$ cat src/rtl/mips_pkg.sv
// ----------------------------------------------------------------------------
// mips_pkg
//   Shared definitions for the single-cycle MIPS-style core: opcode constants,
//   the fetch FSM state encoding and the default reset PC.
// ----------------------------------------------------------------------------
package mips_pkg;

   localparam logic [5:0] OP_RTYPE = 6'd0;
   localparam logic [5:0] OP_J     = 6'd2;
   localparam logic [5:0] OP_BEQ   = 6'd4;
   localparam logic [5:0] OP_ADDI  = 6'd8;
   localparam logic [5:0] OP_SUBI  = 6'd9;
   localparam logic [5:0] OP_SLTI  = 6'd10;
   localparam logic [5:0] OP_ANDI  = 6'd12;
   localparam logic [5:0] OP_ORI   = 6'd13;
   localparam logic [5:0] OP_XORI  = 6'd14;
   localparam logic [5:0] OP_LW    = 6'b100011;
   localparam logic [5:0] OP_SW    = 6'b101011;

   localparam logic [31:0] RESET_PC_DEFAULT = 32'h0000_0000;

   // StReq: waiting for imem ack; StIssue: instr presented to decode
   typedef enum logic {
      StReq,
      StIssue
   } fetchStateT;

endpackage

$ cat src/rtl/instr_fetch_next_pc_calc.sv
// ----------------------------------------------------------------------------
// next_pc_calc
//   Combinational next-PC selection for the fetch stage.
//   Ports:
//     pcPlus4_i   - address of the sequentially next instruction
//     instrIdx_i  - instr[25:0] of the current instruction (jump index / imm)
//     branch_i    - beq qualifier from control unit
//     zero_i      - ALU zero flag
//     jump_i      - jump select from control unit
//     nextPc_o    - selected next PC (jump > taken branch > sequential)
// ----------------------------------------------------------------------------
module next_pc_calc #(
   parameter int unsigned ADDR_W = 32
) (
   input  logic [ADDR_W-1:0] pcPlus4_i,
   input  logic [25:0]       instrIdx_i,
   input  logic              branch_i,
   input  logic              zero_i,
   input  logic              jump_i,
   output logic [ADDR_W-1:0] nextPc_o
);

   logic [ADDR_W-1:0] jumpTarget;
   logic [ADDR_W-1:0] branchOffset;
   logic [ADDR_W-1:0] branchTarget;

   // Jump keeps the upper region bits of the sequential PC
   assign jumpTarget   = {pcPlus4_i[ADDR_W-1:28], instrIdx_i, 2'b00};
   // Word offset, sign-extended and scaled to bytes
   assign branchOffset = {{(ADDR_W-18){instrIdx_i[15]}}, instrIdx_i[15:0], 2'b00};
   assign branchTarget = pcPlus4_i + branchOffset;

   always_comb begin
      nextPc_o = pcPlus4_i;
      if (jump_i) begin
         nextPc_o = jumpTarget;
      end else if (branch_i && zero_i) begin
         nextPc_o = branchTarget;
      end
   end

endmodule

$ cat src/rtl/instr_fetch.sv
// ----------------------------------------------------------------------------
// instr_fetch
//   Fetch stage: holds the PC, fetches one word at a time over a req/ack
//   handshake and presents it to decode until it is retired.
//   Ports:
//     clk, rst             - clock, synchronous active-high reset
//     imem_req/imem_addr   - registered fetch request, address (= pc)
//     imem_ack/imem_rdata  - memory response, word valid when ack=1
//     instr/op/funct       - held instruction and its op/funct fields
//     instr_valid          - instr holds a fetched, not yet retired word
//     instr_ready          - downstream retires instr this cycle
//     branch/zero/jump     - next-PC qualifiers, sampled at retire
//     pc/pc_plus4          - current instruction address and pc + 4
//     retired_cnt          - instructions retired since reset (wraps)
// ----------------------------------------------------------------------------
module instr_fetch
   import mips_pkg::*;
#(
   parameter int unsigned        ADDR_W   = 32,
   parameter int unsigned        DATA_W   = 32,
   parameter logic [ADDR_W-1:0]  RESET_PC = ADDR_W'(RESET_PC_DEFAULT)
) (
   input  logic              clk,
   input  logic              rst,
   output logic              imem_req,
   output logic [ADDR_W-1:0] imem_addr,
   input  logic              imem_ack,
   input  logic [DATA_W-1:0] imem_rdata,
   output logic [DATA_W-1:0] instr,
   output logic [5:0]        op,
   output logic [5:0]        funct,
   output logic              instr_valid,
   input  logic              instr_ready,
   input  logic              branch,
   input  logic              zero,
   input  logic              jump,
   output logic [ADDR_W-1:0] pc,
   output logic [ADDR_W-1:0] pc_plus4,
   output logic [31:0]       retired_cnt
);

   fetchStateT        state_q, state_d;
   logic              req_q, req_d;
   logic [DATA_W-1:0] instr_q, instr_d;
   logic [ADDR_W-1:0] pc_q, pc_d;
   logic [31:0]       retiredCnt_q, retiredCnt_d;
   logic [ADDR_W-1:0] pcPlus4;
   logic [ADDR_W-1:0] nextPc;

   assign pcPlus4 = pc_q + ADDR_W'(4);

   next_pc_calc #(
      .ADDR_W (ADDR_W)
   ) u_nextPcCalc (
      .pcPlus4_i  (pcPlus4),
      .instrIdx_i (instr_q[25:0]),
      .branch_i   (branch),
      .zero_i     (zero),
      .jump_i     (jump),
      .nextPc_o   (nextPc)
   );

   always_comb begin
      state_d      = state_q;
      req_d        = req_q;
      instr_d      = instr_q;
      pc_d         = pc_q;
      retiredCnt_d = retiredCnt_q;
      case (state_q)
         StReq: begin
            // req is low only in the first cycle after reset; raise it then
            req_d = 1'b1;
            if (req_q && imem_ack) begin
               instr_d = imem_rdata;
               req_d   = 1'b0;
               state_d = StIssue;
            end
         end
         StIssue: begin
            if (instr_ready) begin
               pc_d         = nextPc;
               retiredCnt_d = retiredCnt_q + 32'd1;
               req_d        = 1'b1;
               state_d      = StReq;
            end
         end
         default: begin
            state_d = StReq;
         end
      endcase
   end

   always_ff @(posedge clk) begin
      if (rst) begin
         state_q      <= StReq;
         req_q        <= 1'b0;
         instr_q      <= '0;
         pc_q         <= RESET_PC;
         retiredCnt_q <= '0;
      end else begin
         state_q      <= state_d;
         req_q        <= req_d;
         instr_q      <= instr_d;
         pc_q         <= pc_d;
         retiredCnt_q <= retiredCnt_d;
      end
   end

   assign imem_req    = req_q;
   assign imem_addr   = pc_q;
   assign instr       = instr_q;
   assign op          = instr_q[31:26];
   assign funct       = instr_q[5:0];
   assign instr_valid = (state_q == StIssue);
   assign pc          = pc_q;
   assign pc_plus4    = pcPlus4;
   assign retired_cnt = retiredCnt_q;

endmodule

$ cat config.mk
export PLATFORM = sky130hd
export DESIGN_NAME = instr_fetch
export DESIGN_NICKNAME = d
export VERILOG_FILES = /design/src/rtl/mips_pkg.sv /design/src/rtl/instr_fetch_next_pc_calc.sv /design/src/rtl/instr_fetch.sv
export SDC_FILE = /design/constraint.sdc
export NUM_CORES = 1
export LEC_CHECK = 0
export BUFFER_PORTS_ARGS = -buffer_cell sky130_fd_sc_hd__buf_4
export CAP_MARGIN = 0
export CORE_MARGIN = 2
export CORE_UTILIZATION = 55
export DETAILED_ROUTE_END_ITERATION = 10
export PLACE_DENSITY = 0.95
export SYNTH_ARGS = -nofsm -noshare
export SYNTH_HDL_FRONTEND = slang
export SYNTH_SLANG_ARGS = --single-unit
$ cat constraint.sdc
create_clock -name clk -period 8.15 [get_ports clk]
set_clock_uncertainty 0.1 [all_clocks]
set_input_delay 1.63 -clock clk [delete_from_list [all_inputs] [get_ports clk]]
set_output_delay 1.63 -clock clk [all_outputs]
set_load 0.01 [all_outputs]
==> flow_metrics.env <==
export IMPL_start_kind="register"
export IMPL_io_buffer_count=206
export IMPL_numCtsBuffers=9
export IMPL_cellPowerDensity_nw_per_um2=132.8
export IMPL_hpwl_mm=14.56
export IMPL_coreArea_um2=11560
export IMPL_worst_path_buf_inv=1
export IMPL_critical_path_depth=7
export IMPL_path_class="reg2out"
export IMPL_postSynthCellCount=872
export IMPL_timing_rr_start="imem_addr[4]"
export IMPL_viasPerCell=5.955
export IMPL_holdBufCountCts=0
export IMPL_r2r_slack_ns=3.38
export IMPL_cts_sinks=96
export IMPL_wl_per_cell_um=17.52
export IMPL_grt_pass1_wl_mm=31.91
export IMPL_synth_seq_cells=96
export IMPL_clkLatencyLatePin_ns=0.36
export IMPL_layout_setup_ws_ns=3.355
export IMPL_rsz0062_at_grt="false"
export IMPL_fin_crit_ns=4.795
export IMPL_finalSetupViolCount=0
export IMPL_worstPathCellList="nand3_1 > nor3_1 > nand3_1 > nor2_1 > and3_1 > xor2_1 > buf_4"
export IMPL_instances_no_fill=1159
export IMPL_place_area_um2=7839
export IMPL_finalWeightedCongestion=0.9838
export IMPL_yosysWarnings=0
export IMPL_initialDrtViolationCount=494
export IMPL_critPathArrivalTime_ns=3.07
export IMPL_crit_top_cell="nand3_1"
export IMPL_drc=0
export IMPL_critPathMaxFanout=8
export IMPL_leakage_nw=3.720
export IMPL_ant_nets=0
export IMPL_dieArea_um2=12860
export IMPL_ys_types=64
export IMPL_diodes=0
export IMPL_rows=39
export IMPL_max_vdd_ir_drop_uv=115.5
export IMPL_antenna_found_initial=0
export IMPL_die_h_um=113.4
export IMPL_ys_seq_area_share_pct=29.18
export IMPL_syn_to_final_growth_pct=23.71
export IMPL_synth_area_leaders="dfxtp_1 (29%), nand2_1 (8.6%), a21oi_1 (7.1%)"
export IMPL_grt_remaining_overflow=0
export IMPL_ios=213
export IMPL_die_w_um=113.4
export IMPL_grt_pass1_vias=6468
export IMPL_startpoint="imem_addr[4]"
export IMPL_hold_viol=0
export IMPL_cts_root_buffer_cell="clkbuf_16"
export IMPL_slew_limit_headroom_pct=22.09
export IMPL_grtUsageTotal_pct=30.65
export IMPL_critPathTopFamily="simple AND/OR/NAND/NOR gates"
export IMPL_design_area_um2=8147
export IMPL_post_cts_buffers=0
export IMPL_wirelength_mm=20.30
export IMPL_synth_top_area_share_pct=29.18
export IMPL_synth_edf_count=0
export IMPL_status="completed"
export IMPL_drive_above_1_share_pct=23.82
export IMPL_cts_max_path_buffers=2
export IMPL_nets=1088
export IMPL_fin_util_pct=70.44
export IMPL_totalPowerFinal_mw=1.082
export IMPL_slew_violations=0
export IMPL_tightestPinTransition_ns=1.167
export IMPL_fmax_mhz=208.5
export IMPL_critPathSlowestCell="nor3_1"
export IMPL_synth_area_um2=6585
export IMPL_r2r_end="imem_addr[31]"
export IMPL_drt_pass1_iterations=5
export IMPL_grt_max_degree=98
export IMPL_ys_flop_type="dfxtp_1"
export IMPL_syn_area_per_cell_um2=7.552
export IMPL_async_flop_share_pct=0
export IMPL_htree_levels=3
export IMPL_period_share_pct=58.84
export IMPL_hold_path_class="reg2reg"
export IMPL_crit_path_end="pc_plus4[29]"
export IMPL_vias=6902
export IMPL_crit_required_ns=6.42
export IMPL_initial_core_util_pct=56.94
export IMPL_cap_violations=0
export IMPL_cts_resized=0
export IMPL_critPathCaptureType="output pin"
export IMPL_cpPeakStageDelay_ns=0.82
export IMPL_clk_pin_slew_ns=0.08
export IMPL_holdWs_ns=0.3775
export IMPL_preCtsSetupSlack_ns=3.499
export IMPL_r2r_cells=14
export IMPL_fin_setup_tns_ns=0
export IMPL_synth_top_area_cell="dfxtp_1"
export IMPL_cts_tree="done"
export IMPL_placed_cells=1143
==> metal layers <==
layer | track usage, % | vias up | wire [um]
met5 | 0 | - | 0
met4 | 16.59 | 0 | 854
met3 | 5.792 | 71 | 1834
met2 | 49.90 | 363 | 9510
met1 | 38.52 | 3202 | 8102
li1 | - | 3266 | -
==> report_power, final <==
part	internal, mW	switching, mW
Sequential	0.479	0.0163
Clock	0.220	0.222
Combinational	0.0601	0.0835
Total	0.760	0.322
==> flip-flops by register name, summed over array words and instances, names as in the netlist <==
signal       count
imem_req         1
instr           32
retired_cnt     32
instr_valid      1
imem_addr       30
==> worst register-to-register path: stages (launching register included) <==
cell and delay, ns:
dfxtp_1 0.47, nand3_1 0.15, nor3_1 0.82, xor2_1 0.25
ha_1 0.50, and3_1 0.24, nand3_2 0.10, or4b_4 0.53
o211ai_2 0.12, a41o_1 0.26, o211ai_2 0.10, a21oi_2 0.18
mux2i_1 0.25, mux2i_1 0.25, mux2_1 0.34
==> cell families after synthesis <==
kind of cell             after synthesis  share of synthesized area, %
adder cells (fa/ha/maj)               38                         7.334
other                                  1                       0.05695
buffers and inverters                 96                         8.417
multiplexers                           5                        0.7790
AO/OA/AOI/OAI                        211                         20.14
flip-flops                            96                         29.18
XOR/XNOR                              76                         10.11
AND/OR/NAND/NOR                      349                         23.98
==> final cells by class <==
class                           instances  area, um^2
Multi-Input combinational cell        685        4128
Fill cell                             874        3418
Sequential cell                        96        1922
Timing Repair Buffer                  210        1577
Clock buffer                            9       225.2
Tap cell                              143       178.9
Clock inverter                          7       82.58
Inverter                                9       33.78
==> cells in the mapped netlist (2+ instances only) <==
cell,count
buf_1,6
o211ai_2,3
nand4_1,14
and2_1,5
and4_1,3
a41o_1,2
xor2_1,43
and3_1,21
o21bai_1,4
buf_4,49
o21ai_0,33
or3_1,7
a22o_1,2
nor2_1,83
nand2_1,150
o21a_1,3
xnor2_1,33
a2111oi_0,2
mux2i_1,4
a211oi_1,6
nand3_1,32
clkbuf_1,29
a21o_2,2
a31oi_1,6
nor3_1,12
dfxtp_1,96
o211a_1,3
a311oi_1,5
ha_1,37
a221oi_1,2
a31o_2,2
a2111o_1,2
nand3b_1,3
a21o_1,13
o211ai_1,15
a21oi_1,94
nor2b_1,5
inv_1,9
nand2b_1,5
a21oi_2,3
==> worst min path at each step <==
stage | from | cells past startpoint | to
2_1_floorplan | instr[18] | 2 | instr[18]
3_3_place_gp | instr[31] | 2 | instr[31]
3_5_place_dp | instr[20] | 2 | instr[20]
4_1_cts | instr[20] | 2 | instr[20]
5_1_grt | instr[23] | 2 | instr[23]
6_report | instr[20] | 2 | instr[20]
==> cell usage in the layout, fill, tap and decap left out, types with 3 or more instances in the layout <==
cell type	count
nand3b_1	3
xnor2_1	33
clkbuf_16	9
inv_8	3
a21oi_1	94
inv_1	9
and4_1	3
and3_1	21
a21o_1	13
xor2_1	43
nand3_1	32
o211a_1	3
a211oi_1	6
or3_1	7
a31oi_1	6
a311oi_1	5
buf_4	210
nor2_1	83
a21oi_2	3
o211ai_2	3
nor3_1	12
nand4_1	14
dfxtp_1	96
o211ai_1	15
and2_1	5
o21bai_1	4
o21a_1	3
conb_1	6
nand2_1	150
o21ai_0	33
nor2b_1	5
mux2i_1	4
nand2b_1	5
ha_1	37
(Power assumes the default switching activity.)
